<file path="src/rtl/jtdd2_sub_romfetch.sv">
// jtdd2_sub_romfetch
// ROM fetch adapter between the Double Dragon 2 sub CPU ROM bus and an SDRAM
// slot that returns 32-bit words. Byte reads from the CPU are served from a
// one-line, 4-byte cache. A miss issues a single SDRAM word request. Once a
// request has been issued, it always runs to completion.
//
// Parameters
//   AW    SDRAM word-address width (32-bit words)
//   BASE  word offset of the sub ROM inside the SDRAM slot
//
// Ports
//   clk, rst_n  clock (posedge) and asynchronous active-low reset
//   flush       invalidate the cache line; a level also blocks new requests
//   cpu_addr    sub CPU byte address
//   cpu_cs      ROM chip select
//   cpu_data    byte returned to the CPU
//   cpu_ok      cpu_data is valid for the current cpu_addr
//   sdr_addr    SDRAM word address = BASE + cpu_addr[15:2], modulo 2^AW
//   sdr_req     request strobe, held until sdr_ack
//   sdr_ack     SDRAM accepted the request
//   sdr_dok     sdr_data valid (one-cycle pulse)
//   sdr_data    SDRAM word, little endian (byte n at [8n+7:8n])
module jtdd2_sub_romfetch #(
  parameter int          AW   = 14,
  parameter int unsigned BASE = 0
) (
  input  logic          clk,
  input  logic          rst_n,
  input  logic          flush,
  input  logic [15:0]   cpu_addr,
  input  logic          cpu_cs,
  output logic [7:0]    cpu_data,
  output logic          cpu_ok,
  output logic [AW-1:0] sdr_addr,
  output logic          sdr_req,
  input  logic          sdr_ack,
  input  logic          sdr_dok,
  input  logic [31:0]   sdr_data
);

  typedef enum logic [1:0] {IDLE, REQ, WAIT} state_t;

  state_t        state, next_state;
  logic [31:0]   line;
  logic [13:0]   tag, req_tag;
  logic          valid, kill;
  logic          ok_r;
  logic [15:0]   addr_r;
  logic          hit, issue, fill;
  logic [7:0]    sel_byte;
  logic [AW-1:0] base_w, index_w;

  assign hit     = cpu_cs & valid & (tag == cpu_addr[15:2]);
  assign base_w  = AW'(BASE);
  assign index_w = AW'(cpu_addr[15:2]);

  // cpu_ok is qualified against the live bus. A registered hit therefore
  // cannot leak into a cycle where the address moved or cs dropped.
  assign cpu_ok = ok_r & cpu_cs & (addr_r == cpu_addr);

  always_comb begin
    sel_byte = line[7:0];
    case (cpu_addr[1:0])
      2'd1:    sel_byte = line[15:8];
      2'd2:    sel_byte = line[23:16];
      2'd3:    sel_byte = line[31:24];
      default: sel_byte = line[7:0];
    endcase
  end

  always_ff @(posedge clk or negedge rst_n) begin
    if (!rst_n) state <= IDLE;
    else        state <= next_state;
  end

  // The miss is started only from IDLE. The fill cycle always lands back in
  // IDLE, so at least one idle cycle separates a fill from the next request.
  // When ack and dok arrive together in REQ, the WAIT state is skipped.
  always_comb begin
    next_state = state;
    issue      = 1'b0;
    fill       = 1'b0;
    case (state)
      IDLE: begin
        if (cpu_cs && !hit && !flush) begin
          issue      = 1'b1;
          next_state = REQ;
        end
      end
      REQ: begin
        if (sdr_ack) begin
          if (sdr_dok) begin
            fill       = 1'b1;
            next_state = IDLE;
          end else begin
            next_state = WAIT;
          end
        end
      end
      WAIT: begin
        if (sdr_dok) begin
          fill       = 1'b1;
          next_state = IDLE;
        end
      end
      default: next_state = IDLE;
    endcase
  end

  // A flush seen while a request is outstanding sets kill. The line is still
  // written when the data arrives, but it is marked invalid. A flush in the
  // fill cycle itself takes priority over the fill.
  always_ff @(posedge clk or negedge rst_n) begin
    if (!rst_n) begin
      line     <= '0;
      tag      <= '0;
      req_tag  <= '0;
      valid    <= 1'b0;
      kill     <= 1'b0;
      sdr_req  <= 1'b0;
      sdr_addr <= '0;
      cpu_data <= '0;
      ok_r     <= 1'b0;
      addr_r   <= '0;
    end else begin
      ok_r     <= hit;
      addr_r   <= cpu_addr;
      cpu_data <= sel_byte;
      if (issue) begin
        req_tag  <= cpu_addr[15:2];
        sdr_addr <= base_w + index_w;
        sdr_req  <= 1'b1;
      end else if (state == REQ && sdr_ack) begin
        sdr_req <= 1'b0;
      end
      if (fill) begin
        line <= sdr_data;
        tag  <= req_tag;
      end
      if (flush)     valid <= 1'b0;
      else if (fill) valid <= !kill;
      if (state == IDLE) kill <= 1'b0;
      else if (flush)    kill <= 1'b1;
    end
  end

endmodule

</file>
<file path="config.mk">
export PLATFORM = sky130hd
export DESIGN_NAME = jtdd2_sub_romfetch
export DESIGN_NICKNAME = d
export VERILOG_FILES = /design/src/rtl/jtdd2_sub_romfetch.sv
export SDC_FILE = /design/constraint.sdc
export NUM_CORES = 1
export LEC_CHECK = 0
export BUFFER_PORTS_ARGS = -buffer_cell sky130_fd_sc_hd__buf_4
export CAP_MARGIN = 20
export CORE_ASPECT_RATIO = 1.25
export CORE_UTILIZATION = 55
export CTS_CLUSTER_SIZE = 10
export DETAILED_ROUTE_END_ITERATION = 7
export GPL_ROUTABILITY_DRIVEN = 0
export PLACE_DENSITY = 0.8
export SYNTH_ARGS = -nofsm -noshare
export SYNTH_HDL_FRONTEND = slang
export SYNTH_SLANG_ARGS = --single-unit
</file>
<file path="constraint.sdc">
create_clock -name clk -period 5.01 [get_ports clk]
set_clock_uncertainty 0.05 [all_clocks]
set_input_delay 1.002 -clock clk [delete_from_list [all_inputs] [get_ports clk]]
set_output_delay 1.002 -clock clk [all_outputs]
set_load 0.01 [all_outputs]
</file>
==> qor.csv, run 1 <==
metric,value,unit
async_flop_share,100,%
drt-initial-drc-count,79,
final-hold-violation-count,0,
hold_path_class,reg2reg,
critPathArrivalTime,2510,ps
cts.htree.levels,3,
syn_avg_cell_area,15.7,um2
synth_seq_area_share,60.6,%
r2r-start,state[1],
seq_power_share,47.7,%
clock_latency,350,ps
grt_overflow,0,
rsz0062_at_grt,no,
r2r-end,tag[2],
grt_start_max_net_pins,91,
synth_flop_cell,dfrtp_1,
clock-root-buffer,clkbuf_8,
wl,6.63,mm
max_stage_delay,560,ps
wire_per_inst,16.2,um
yosys.area_share.simple,3.64,%
antenna_left,0,
die_x,75.5,um
syn-num-nets,294,
worst_slew_pin_slew,924,ps
row_count,33,
ys_warn_count,0,
min_period,3560,ps
clkTransAtPathRegs,80,ps
route.detailed.drc,0,
grt_usage,20.9,%
syn_inst,237,
pwr-share-clk,20.2,%
setup-tns-final,0,ps
drv_cap,0,
synth_xor_area_share,7.07,%
synth_compound_area_share,1.52,%
hpwl,4.65,mm
drive_gt1_share,51.7,%
vdd_ir_drop_max,0.309,mV
clock_sinks,90,
rr_worst_depth,6,
synth_top_family_by_area,multiplexers,
core,0.00652,mm2
finalHoldWorstSlack,395,ps
synthTopCellsByArea,"dfrtp_1 (61%), mux2_2 (15%), mux4_2 (4.9%), xor2_1 (4.0%), mux2_4 (3.6%)",
cts_hold_buf,0,
vias,2178,
critical_path.cell_chain,"buf_4, xnor2_1, nand4_1, or4_1, nor4_1, buf_4",
antenna_found_initial,0,
initial_core_util,56.9,%
synthMuxAreaShare,23.9,%
min_from,kill,
dr.pass1.iters,4,
syn_to_final_growth,23.5,%
yosysUniqueCellTypes,31,
placed_area,0.00436,mm2
crit_type,in2out,
final_cell_area,0.00459,mm2
cts_setup_buffers,0,
switching_share,29.1,%
synth_edf_count,0,
switchingPower,0.722,mW
cp_data_required_time,3960,ps
cp_slowest_cell,or4_1,
design.portCount,78,
hold_depth,1,
dp_cells,393,
path_max_fanout,10,
maxSlewViolCount,0,
critPathBufInv,2,
status,finished clean,
yosys.area.top_type,dfrtp_1,
numPortBuffers,77,
slew_headroom,38.4,%
synth_seq_cells,90,
rrSetupSlack,2510,ps
via_per_inst,5.31,
setup.worst_path.start_class,primary input,
fin_cells,410,
cts_resized,0,
nFillCells,494,
yosysMostFrequentCell,dfrtp_1,
synth_common_cells,"dfrtp_1 (90), mux2_2 (51), xor2_1 (17), xnor2_1 (13), mux2_4 (9)",
cts_tree,yes,
synth_fa_ha_area_share,1.01,%
die_area,0.00709,mm2
p_int,1.76,mW
crit_top_cell,buf_4,
hold_end,valid,
die_y,93.9,um
post-route-period-util,71.1,%
grt_pass1_vias,2270,
n_antenna_cell,0,
pwr_density_cell,540,mW/mm2
cp-end-kind,primary output,
combPwrFrac,32.1,%
fmax,281,MHz
power.leakage,2.09,nW
finalSetupViolations,0,
grt_pass1_wl,10.7,mm
fin_nets,375,
cts.path.max_buffers,2,
syn_area,0.00371,mm2
synth.top_cell.area_share,60.6,%
cts_buffers,9,
crit_family,simple AND/OR/NAND/NOR gates,
-- per-stage QoR --
step	power [mW]	util [%]	setup WS, ps
final	2.48	70.3	1450
after global routing	2.63	70.3	1270
after detailed placement	2.00	66.8	1430
after floorplan	1.68	-	1610
after CTS	2.50	69.9	1430
after global placement	1.96	66.8	1540
-- worst max path at each step --
stage	from	to	slack (ps)	depth (start not counted)
global route	cpu_addr[0]	cpu_ok	1270	6
finish	cpu_addr[0]	cpu_ok	1450	6
floorplan	cpu_addr[0]	cpu_ok	1610	5
CTS	cpu_addr[0]	cpu_ok	1430	6
global placement	cpu_addr[0]	cpu_ok	1540	6
detailed placement	cpu_addr[0]	cpu_ok	1430	6
-- cells in the final DEF, fill, tap and decap left out --
master	synthesis	layout
xnor2_1	13	13
nand3b_1	1	1
clkinv_2	0	1
clkbuf_8	0	10
o41ai_1	1	1
clkinv_4	0	1
clkinvlp_4	0	3
or4_1	1	1
nand4_1	4	4
and3_2	1	1
dfrtp_1	90	90
mux2_2	51	51
and2b_2	1	1
a211oi_1	1	1
inv_1	5	5
nand2_1	3	3
a21oi_4	0	1
ha_1	3	3
o22ai_1	1	1
a21oi_1	2	1
nor2b_1	1	1
mux2_4	9	9
and3_1	1	1
o21ai_0	1	1
a21o_2	1	1
buf_16	0	1
bufinv_16	0	1
xor2_1	17	17
nor3_1	2	2
nand3_1	1	1
nor2_1	4	4
buf_4	0	78
a311o_1	1	1
nor4_1	4	4
mux4_2	8	8
-- metal layers --
layer  track usage, %  part of all wire (%)  wire [um]  up-vias
met5                0                     0          0        -
met1             26.8                    43       2850     1104
met4             8.64                   1.4         91        0
met2             33.1                    51       3370       64
li1                 -                     -          -     1001
met3             5.79                   4.9        327        9
-- power by group through the flow --
| stage | clock network (mW) | logic [mW] | registers, mW |
|---|---|---|---|
| final | 0.500 | 0.796 | 1.18 |
| after global placement | 0 | 0.778 | 1.18 |
| after global routing | 0.538 | 0.869 | 1.22 |
| after CTS | 0.511 | 0.808 | 1.18 |
| after floorplan | 0 | 0.484 | 1.20 |
| after detailed placement | 0 | 0.805 | 1.20 |
-- worst reg2reg max path, delay by kind of cell (launching register included) --
family | cells | cell delay, ps
buffers and inverters | 2 | 550
AO/OA/AOI/OAI | 1 | 660
flip-flops | 1 | 420
AND/OR/NAND/NOR | 1 | 140
multiplexers | 1 | 390
adder cells (fa/ha/maj) | 1 | 170
-- cell type report --
cell class / instances / area [um2] / area share, %
clock buffer: 10 / 138 / 3.00
clock inverter: 6 / 66.3 / 1.44
inverter: 5 / 18.8 / 0.409
multi-input combinational: 133 / 1390 / 30.3
sequential: 90 / 2250 / 49.1
tap: 87 / 109 / 2.37
timing repair buffer: 79 / 613 / 13.4
-- sequential cells by signal, indices dropped and copies added (netlist names) --
signal / flops
state: 2
kill: 1
tag: 14
addr_r: 16
req_tag: 14
line: 32
sdr_req: 1
valid: 1
ok_r: 1
cpu_data: 8
-- cells by family after synthesis --
family / count (synthesis)
flip-flops: 90
multiplexers: 68
AND/OR/NAND/NOR: 24
AO/OA/AOI/OAI: 8
buffers and inverters: 14
XOR/XNOR: 30
adder cells (fa/ha/maj): 3
(Power assumes the default switching activity.)
==> inputs of run 2 (changes only) <==
--- a/config.mk
+++ b/config.mk
@@ -8,11 +8,11 @@
 export BUFFER_PORTS_ARGS = -buffer_cell sky130_fd_sc_hd__buf_4
 export CAP_MARGIN = 20
 export CORE_ASPECT_RATIO = 1.25
-export CORE_UTILIZATION = 55
+export CORE_UTILIZATION = 49
 export CTS_CLUSTER_SIZE = 10
 export DETAILED_ROUTE_END_ITERATION = 7
 export GPL_ROUTABILITY_DRIVEN = 0
-export PLACE_DENSITY = 0.8
+export PLACE_DENSITY = 0.76
 export SYNTH_ARGS = -nofsm -noshare
 export SYNTH_HDL_FRONTEND = slang
 export SYNTH_SLANG_ARGS = --single-unit
==> constraint.sdc (replaced) <==
create_clock -name clk -period 3 [get_ports clk]
set_clock_uncertainty 0.05 [all_clocks]
set_input_delay 0.6 -clock clk [delete_from_list [all_inputs] [get_ports clk]]
set_output_delay 0.6 -clock clk [all_outputs]
set_load 0.01 [all_outputs]
==> run 2 against run 1 <==
  * Wire length rose by 3.1%
  * Die area rose by 12%
  * Largest power group unchanged
  * Global-route usage fell by 1.9 points
  * Critical endpoint unchanged
==> qor.csv, run 2 (synthesized netlist as in run 1, its figures left out) <==
metric,value,unit,change
status,finished clean,,unchanged
cp-end-kind,primary output,,unchanged
final-hold-violation-count,0,,unchanged
mostFrequentLayoutCells,"dfrtp_1 (90), buf_4 (79), mux2_2 (51), xor2_1 (17), xnor2_1 (13)",,"was dfrtp_1 (90), buf_4 (78), mux2_2 (51), xor2_1 (17), xnor2_1 (13)"
final_common_cell,dfrtp_1,,unchanged
largest_register_ffs,32,,unchanged
worstSetupStartpoint,cpu_addr[0],,unchanged
syn_to_final_growth,23.9,%,was 23.5%
cts_setup_buffers,0,,unchanged
row_count,35,,was 33
worst_slack,358,ps,was 1450 ps
grt_start_max_net_pins,55,,was 91
cts.path.max_buffers,2,,unchanged
seq_power_share,47.8,%,was 47.7%
cts_resized,0,,unchanged
grt_overflow,0,,unchanged
wl_met1,2.78,mm,was 2.85 mm
multiInputGateArea,0.00139,mm2,unchanged
r2r-start,tag[13],,was state[1]
dr.pass1.iters,4,,unchanged
clock_sinks,90,,unchanged
cts_hold_buf,0,,unchanged
post-route-period-util,88.1,%,
die_y,99.4,um,was 93.9 um
top_layer,met4,,unchanged
postLayoutCoreUtil,62.6,%,was 70.3%
rsz0062_at_grt,no,,unchanged
placed_area,0.00441,mm2,was 0.00436 mm2
min_period,2640,ps,
wl_met2,3.54,mm,was 3.37 mm
switching_share,29.2,%,was 29.1%
finalSetupViolations,0,,unchanged
die_area,0.00794,mm2,was 0.00709 mm2
wl,6.84,mm,was 6.63 mm
p_int,2.92,mW,was 1.76 mW
switchingPower,1.21,mW,was 0.722 mW
power.leakage,2.10,nW,was 2.09 nW
drv_cap,0,,unchanged
drive_gt1_share,51.5,%,was 51.7%
top_regs,"line (32), addr_r (16)",,unchanged
worst_slew_pin_slew,694,ps,was 924 ps
maxSlewViolCount,0,,unchanged
setup-tns-final,0,ps,unchanged
cts.htree.levels,3,,unchanged
top_register,line,,unchanged
path_max_fanout,10,,unchanged
clock_latency,360,ps,was 350 ps
fmax,379,MHz,
setup.worst_path.start_class,primary input,,unchanged
combPwrFrac,32.5,%,was 32.1%
slew_headroom,53.7,%,was 38.4%
wire_per_inst,16.4,um,was 16.2 um
pwr_density_cell,897,mW/mm2,was 540 mW/mm2
critPathArrivalTime,1990,ps,was 2510 ps
antenna_left,0,,unchanged
drt-initial-drc-count,73,,was 79
grt_pass1_wl,11.1,mm,was 10.7 mm
vdd_ir_drop_max,0.481,mV,was 0.309 mV
vias,2135,,was 2178
numPortBuffers,77,,unchanged
crit_type,in2out,,unchanged
pwr-share-clk,19.7,%,was 20.2%
grt_usage,19.0,%,was 20.9%
place_ws,339,ps,was 1430 ps
nFillCells,597,,was 494
hpwl,4.87,mm,was 4.65 mm
core,0.00736,mm2,was 0.00652 mm2
cts_tree,yes,,unchanged
n_antenna_cell,0,,unchanged
via_per_inst,5.13,,was 5.31
antenna_found_initial,0,,unchanged
route.detailed.drc,0,,unchanged
regArea,0.00225,mm2,unchanged
die_x,79.9,um,was 75.5 um
initial_core_util,50.5,%,was 56.9%
final_cell_area,0.00460,mm2,was 0.00459 mm2
clkTransAtPathRegs,90,ps,was 80 ps
wl_met3,374,um,was 327 um
fin_nets,377,,was 375
cts_buffers,9,,unchanged
total_power,4.13,mW,was 2.48 mW
cp_data_required_time,2350,ps,was 3960 ps
hold_path_class,in2async,,was reg2reg
grt_pass1_vias,2309,,was 2270
design.portCount,78,,unchanged
clock-root-buffer,clkbuf_8,,unchanged
-- run 2: final cells by class --
type                            instances  area share, %
Clock buffer                           10           2.77
Clock inverter                          5           1.39
Inverter                                5          0.408
Multi-Input combinational cell        133           30.3
Sequential cell                        90           48.9
Tap cell                               92           2.50
Timing Repair Buffer                   81           13.8
-- run 2: per-stage QoR --
stage          cells  hold WS [ps]
2_1_floorplan    237           254
5_1_grt          416           273
3_3_place_gp     401           380
4_1_cts          416           250
6_report         416           218
3_5_place_dp     401           389
-- run 2: critical path, stage by stage --
cell and delay (ps):
buf_4 180, xnor2_1 200, nand4_1 130, or4_1 540, nor4_1 180, buf_4 160
-- run 2: worst paths after layout --
path / cells after the start / end / slack, ps
min in group clk: 1 / addr_r[4] / 330
hold reg to reg: 1 / valid / 400
max in group asynchronous: 2 / tag[7] / 2000
hold / removal: 1 / tag[5] / 220
setup / recovery: 6 / cpu_ok / 360
setup reg to reg: 6 / req_tag[8] / 910
-- run 2: power groups by stage --
stage | registers (mW) | clock network, mW | logic, mW
floorplan | 2.00 | 0 | 0.808
global placement | 1.98 | 0 | 1.32
detailed placement | 2.01 | 0 | 1.36
CTS | 1.98 | 0.843 | 1.37
global route | 2.04 | 0.883 | 1.46
finish | 1.97 | 0.814 | 1.34
-- run 2: routing by layer --
layer	GRT usage [%]	vias up
li1	-	999
met1	22.1	1064
met2	32.1	59
met3	5.78	13
met4	8.52	0
met5	0	-
==> inputs of run 3 (changes only) <==
--- a/config.mk
+++ b/config.mk
@@ -8,6 +8,7 @@
 export BUFFER_PORTS_ARGS = -buffer_cell sky130_fd_sc_hd__buf_4
 export CAP_MARGIN = 20
 export CORE_ASPECT_RATIO = 1.25
+export CORE_MARGIN = 4
 export CORE_UTILIZATION = 49
 export CTS_CLUSTER_SIZE = 10
 export DETAILED_ROUTE_END_ITERATION = 7
==> run 3 against run 2 <==
  * Combinational power about the same
  * Wire length grew 2.7%
  * Via count rose by 1.8%
  * Worst setup slack worse by 14 ps
  * Fmax is 0.53% lower
  * Sequential share of layout area is 0.47 points lower
  * Power up 3.2%
  * Clock power grew 15%
  * Flip-flop and latch count stayed put
  * Critical endpoint unchanged
==> qor.csv, run 3 (synthesized netlist as in run 1, its figures left out) <==
metric,value,unit,change
status,finished clean,,unchanged
vdd_ir_drop_max,0.473,mV,was 0.481 mV
postLayoutCoreUtil,62.8,%,was 62.6%
cts_resized,0,,unchanged
via_per_inst,5.20,,was 5.13
hold_path_class,in2async,,unchanged
cts_hold_buf,0,,unchanged
grt_pass1_wl,11.6,mm,was 11.1 mm
grt_overflow,0,,unchanged
design.portCount,78,,unchanged
r2r-end,req_tag[5],,was req_tag[8]
clock-root-buffer,clkbuf_8,,unchanged
wire_per_inst,16.8,um,was 16.4 um
die_x,85.9,um,was 79.9 um
drt-initial-drc-count,29,,was 73
largest_register_ffs,32,,unchanged
core,0.00740,mm2,was 0.00736 mm2
initial_core_util,50.2,%,was 50.5%
die_y,105,um,was 99.4 um
vias,2173,,was 2135
crit_family,simple AND/OR/NAND/NOR gates,,unchanged
grt_usage,16.9,%,was 19.0%
rsz0062_at_grt,no,,unchanged
wl,7.03,mm,was 6.84 mm
hpwl,5.19,mm,was 4.87 mm
power.leakage,2.13,nW,was 2.10 nW
finalHoldWorstSlack,207,ps,was 218 ps
route.detailed.drc,0,,unchanged
worstSetupStartpoint,cpu_addr[0],,unchanged
antenna_found_initial,0,,unchanged
rr_worst_depth,6,,unchanged
clkTransAtPathRegs,90,ps,about the same
max_stage_delay,540,ps,about the same
dp_cells,402,,was 401
drv_cap,0,,unchanged
setup.worst_path.start_class,primary input,,unchanged
rrSetupSlack,870,ps,was 910 ps
top_register,line,,unchanged
crit_top_cell,buf_4,,unchanged
place_ws,357,ps,was 339 ps
top_regs,"line (32), addr_r (16)",,unchanged
row_count,35,,unchanged
cts.path.max_buffers,2,,unchanged
placed_area,0.00442,mm2,was 0.00441 mm2
cts_tree,yes,,unchanged
finalSetupViolations,0,,unchanged
die_area,0.00905,mm2,was 0.00794 mm2
grt_start_max_net_pins,52,,was 55
clock_sinks,90,,unchanged
pwr_density_cell,917,mW/mm2,was 897 mW/mm2
post-route-period-util,88.5,%,was 88.1%
maxSlewViolCount,0,,unchanged
cts.htree.levels,3,,unchanged
total_power,4.26,mW,was 4.13 mW
cts_setup_buffers,0,,unchanged
dr.pass1.iters,7,,was 4
worst_slew_pin_slew,652,ps,was 694 ps
fin_nets,378,,was 377
nFillCells,575,,was 597
syn_to_final_growth,25.1,%,was 23.9%
r2r-start,tag[7],,was tag[13]
drive_gt1_share,52.1,%,was 51.5%
cp_data_required_time,2350,ps,about the same
critical_path.cell_chain,"buf_4, xnor2_1, nand4_1, or4_1, nor4_1, buf_4",,unchanged
worst_slack,344,ps,was 358 ps
cts_buffers,9,,unchanged
cp_slowest_cell,or4_1,,unchanged
n_antenna_cell,0,,unchanged
critPathBufInv,2,,unchanged
cp-end-kind,primary output,,unchanged
setup-tns-final,0,ps,unchanged
numPortBuffers,77,,unchanged
path_max_fanout,10,,unchanged
min_period,2660,ps,was 2640 ps
final-hold-violation-count,0,,unchanged
final_cell_area,0.00465,mm2,was 0.00460 mm2
antenna_left,0,,unchanged
slew_headroom,56.6,%,was 53.7%
crit_type,in2out,,unchanged
clock_latency,360,ps,about the same
critPathArrivalTime,2010,ps,was 1990 ps
fin_cells,418,,was 416
final_common_cell,dfrtp_1,,unchanged
fmax,377,MHz,was 379 MHz
mostFrequentLayoutCells,"dfrtp_1 (90), buf_4 (80), mux2_2 (51), xor2_1 (17), xnor2_1 (13)",,"was dfrtp_1 (90), buf_4 (79), mux2_2 (51), xor2_1 (17), xnor2_1 (13)"
grt_pass1_vias,2396,,was 2309
run 3: cell types whose count changed in the layout (fill, tap and decap cells not counted):
cell,previous run,this run
inv_6,1,3
clkbuf_1,1,0
bufinv_16,1,2
clkinv_4,2,0
inv_8,0,1
buf_4,79,80
run 3: cell type report:
class / instances / area, um2 / area share (%)
multi-input combinational: 133 / 1390 / 30.0
tap: 92 / 115 / 2.48
sequential: 90 / 2250 / 48.5
inverter: 5 / 18.8 / 0.404
timing repair buffer: 82 / 641 / 13.8
clock inverter: 7 / 105 / 2.26
clock buffer: 9 / 124 / 2.66
run 3: how the worst max path moves through the flow:
stage,end,slack [ps],depth (start not counted)
6_report,cpu_ok,340,6
5_1_grt,cpu_ok,300,6
4_1_cts,cpu_ok,360,6
3_5_place_dp,cpu_ok,360,6
3_3_place_gp,cpu_ok,370,6
2_1_floorplan,cpu_ok,400,5
run 3: report_power, final:
part	leakage [nW]	switching, mW	internal, mW
Clock	0.113	0.450	0.484
Combinational	0.922	0.510	0.837
Sequential	1.09	0.280	1.70
run 3: layer usage:
metal	wire length [um]	share of wire, %	GRT usage [%]	vias up
li1	-	-	-	1004
met1	2850	41	19.5	1090
met2	3550	51	28.4	68
met3	482	6.9	5.94	11
met4	139	2.0	6.79	0
met5	0	0	0	-
run 3: worst register-to-register path, stage by stage (launching register included):
cell     delay, ps
dfrtp_1        400
xor2_1         160
nor4_1         360
nand4_1        250
and3_1         320
buf_12         190
mux2_4         300
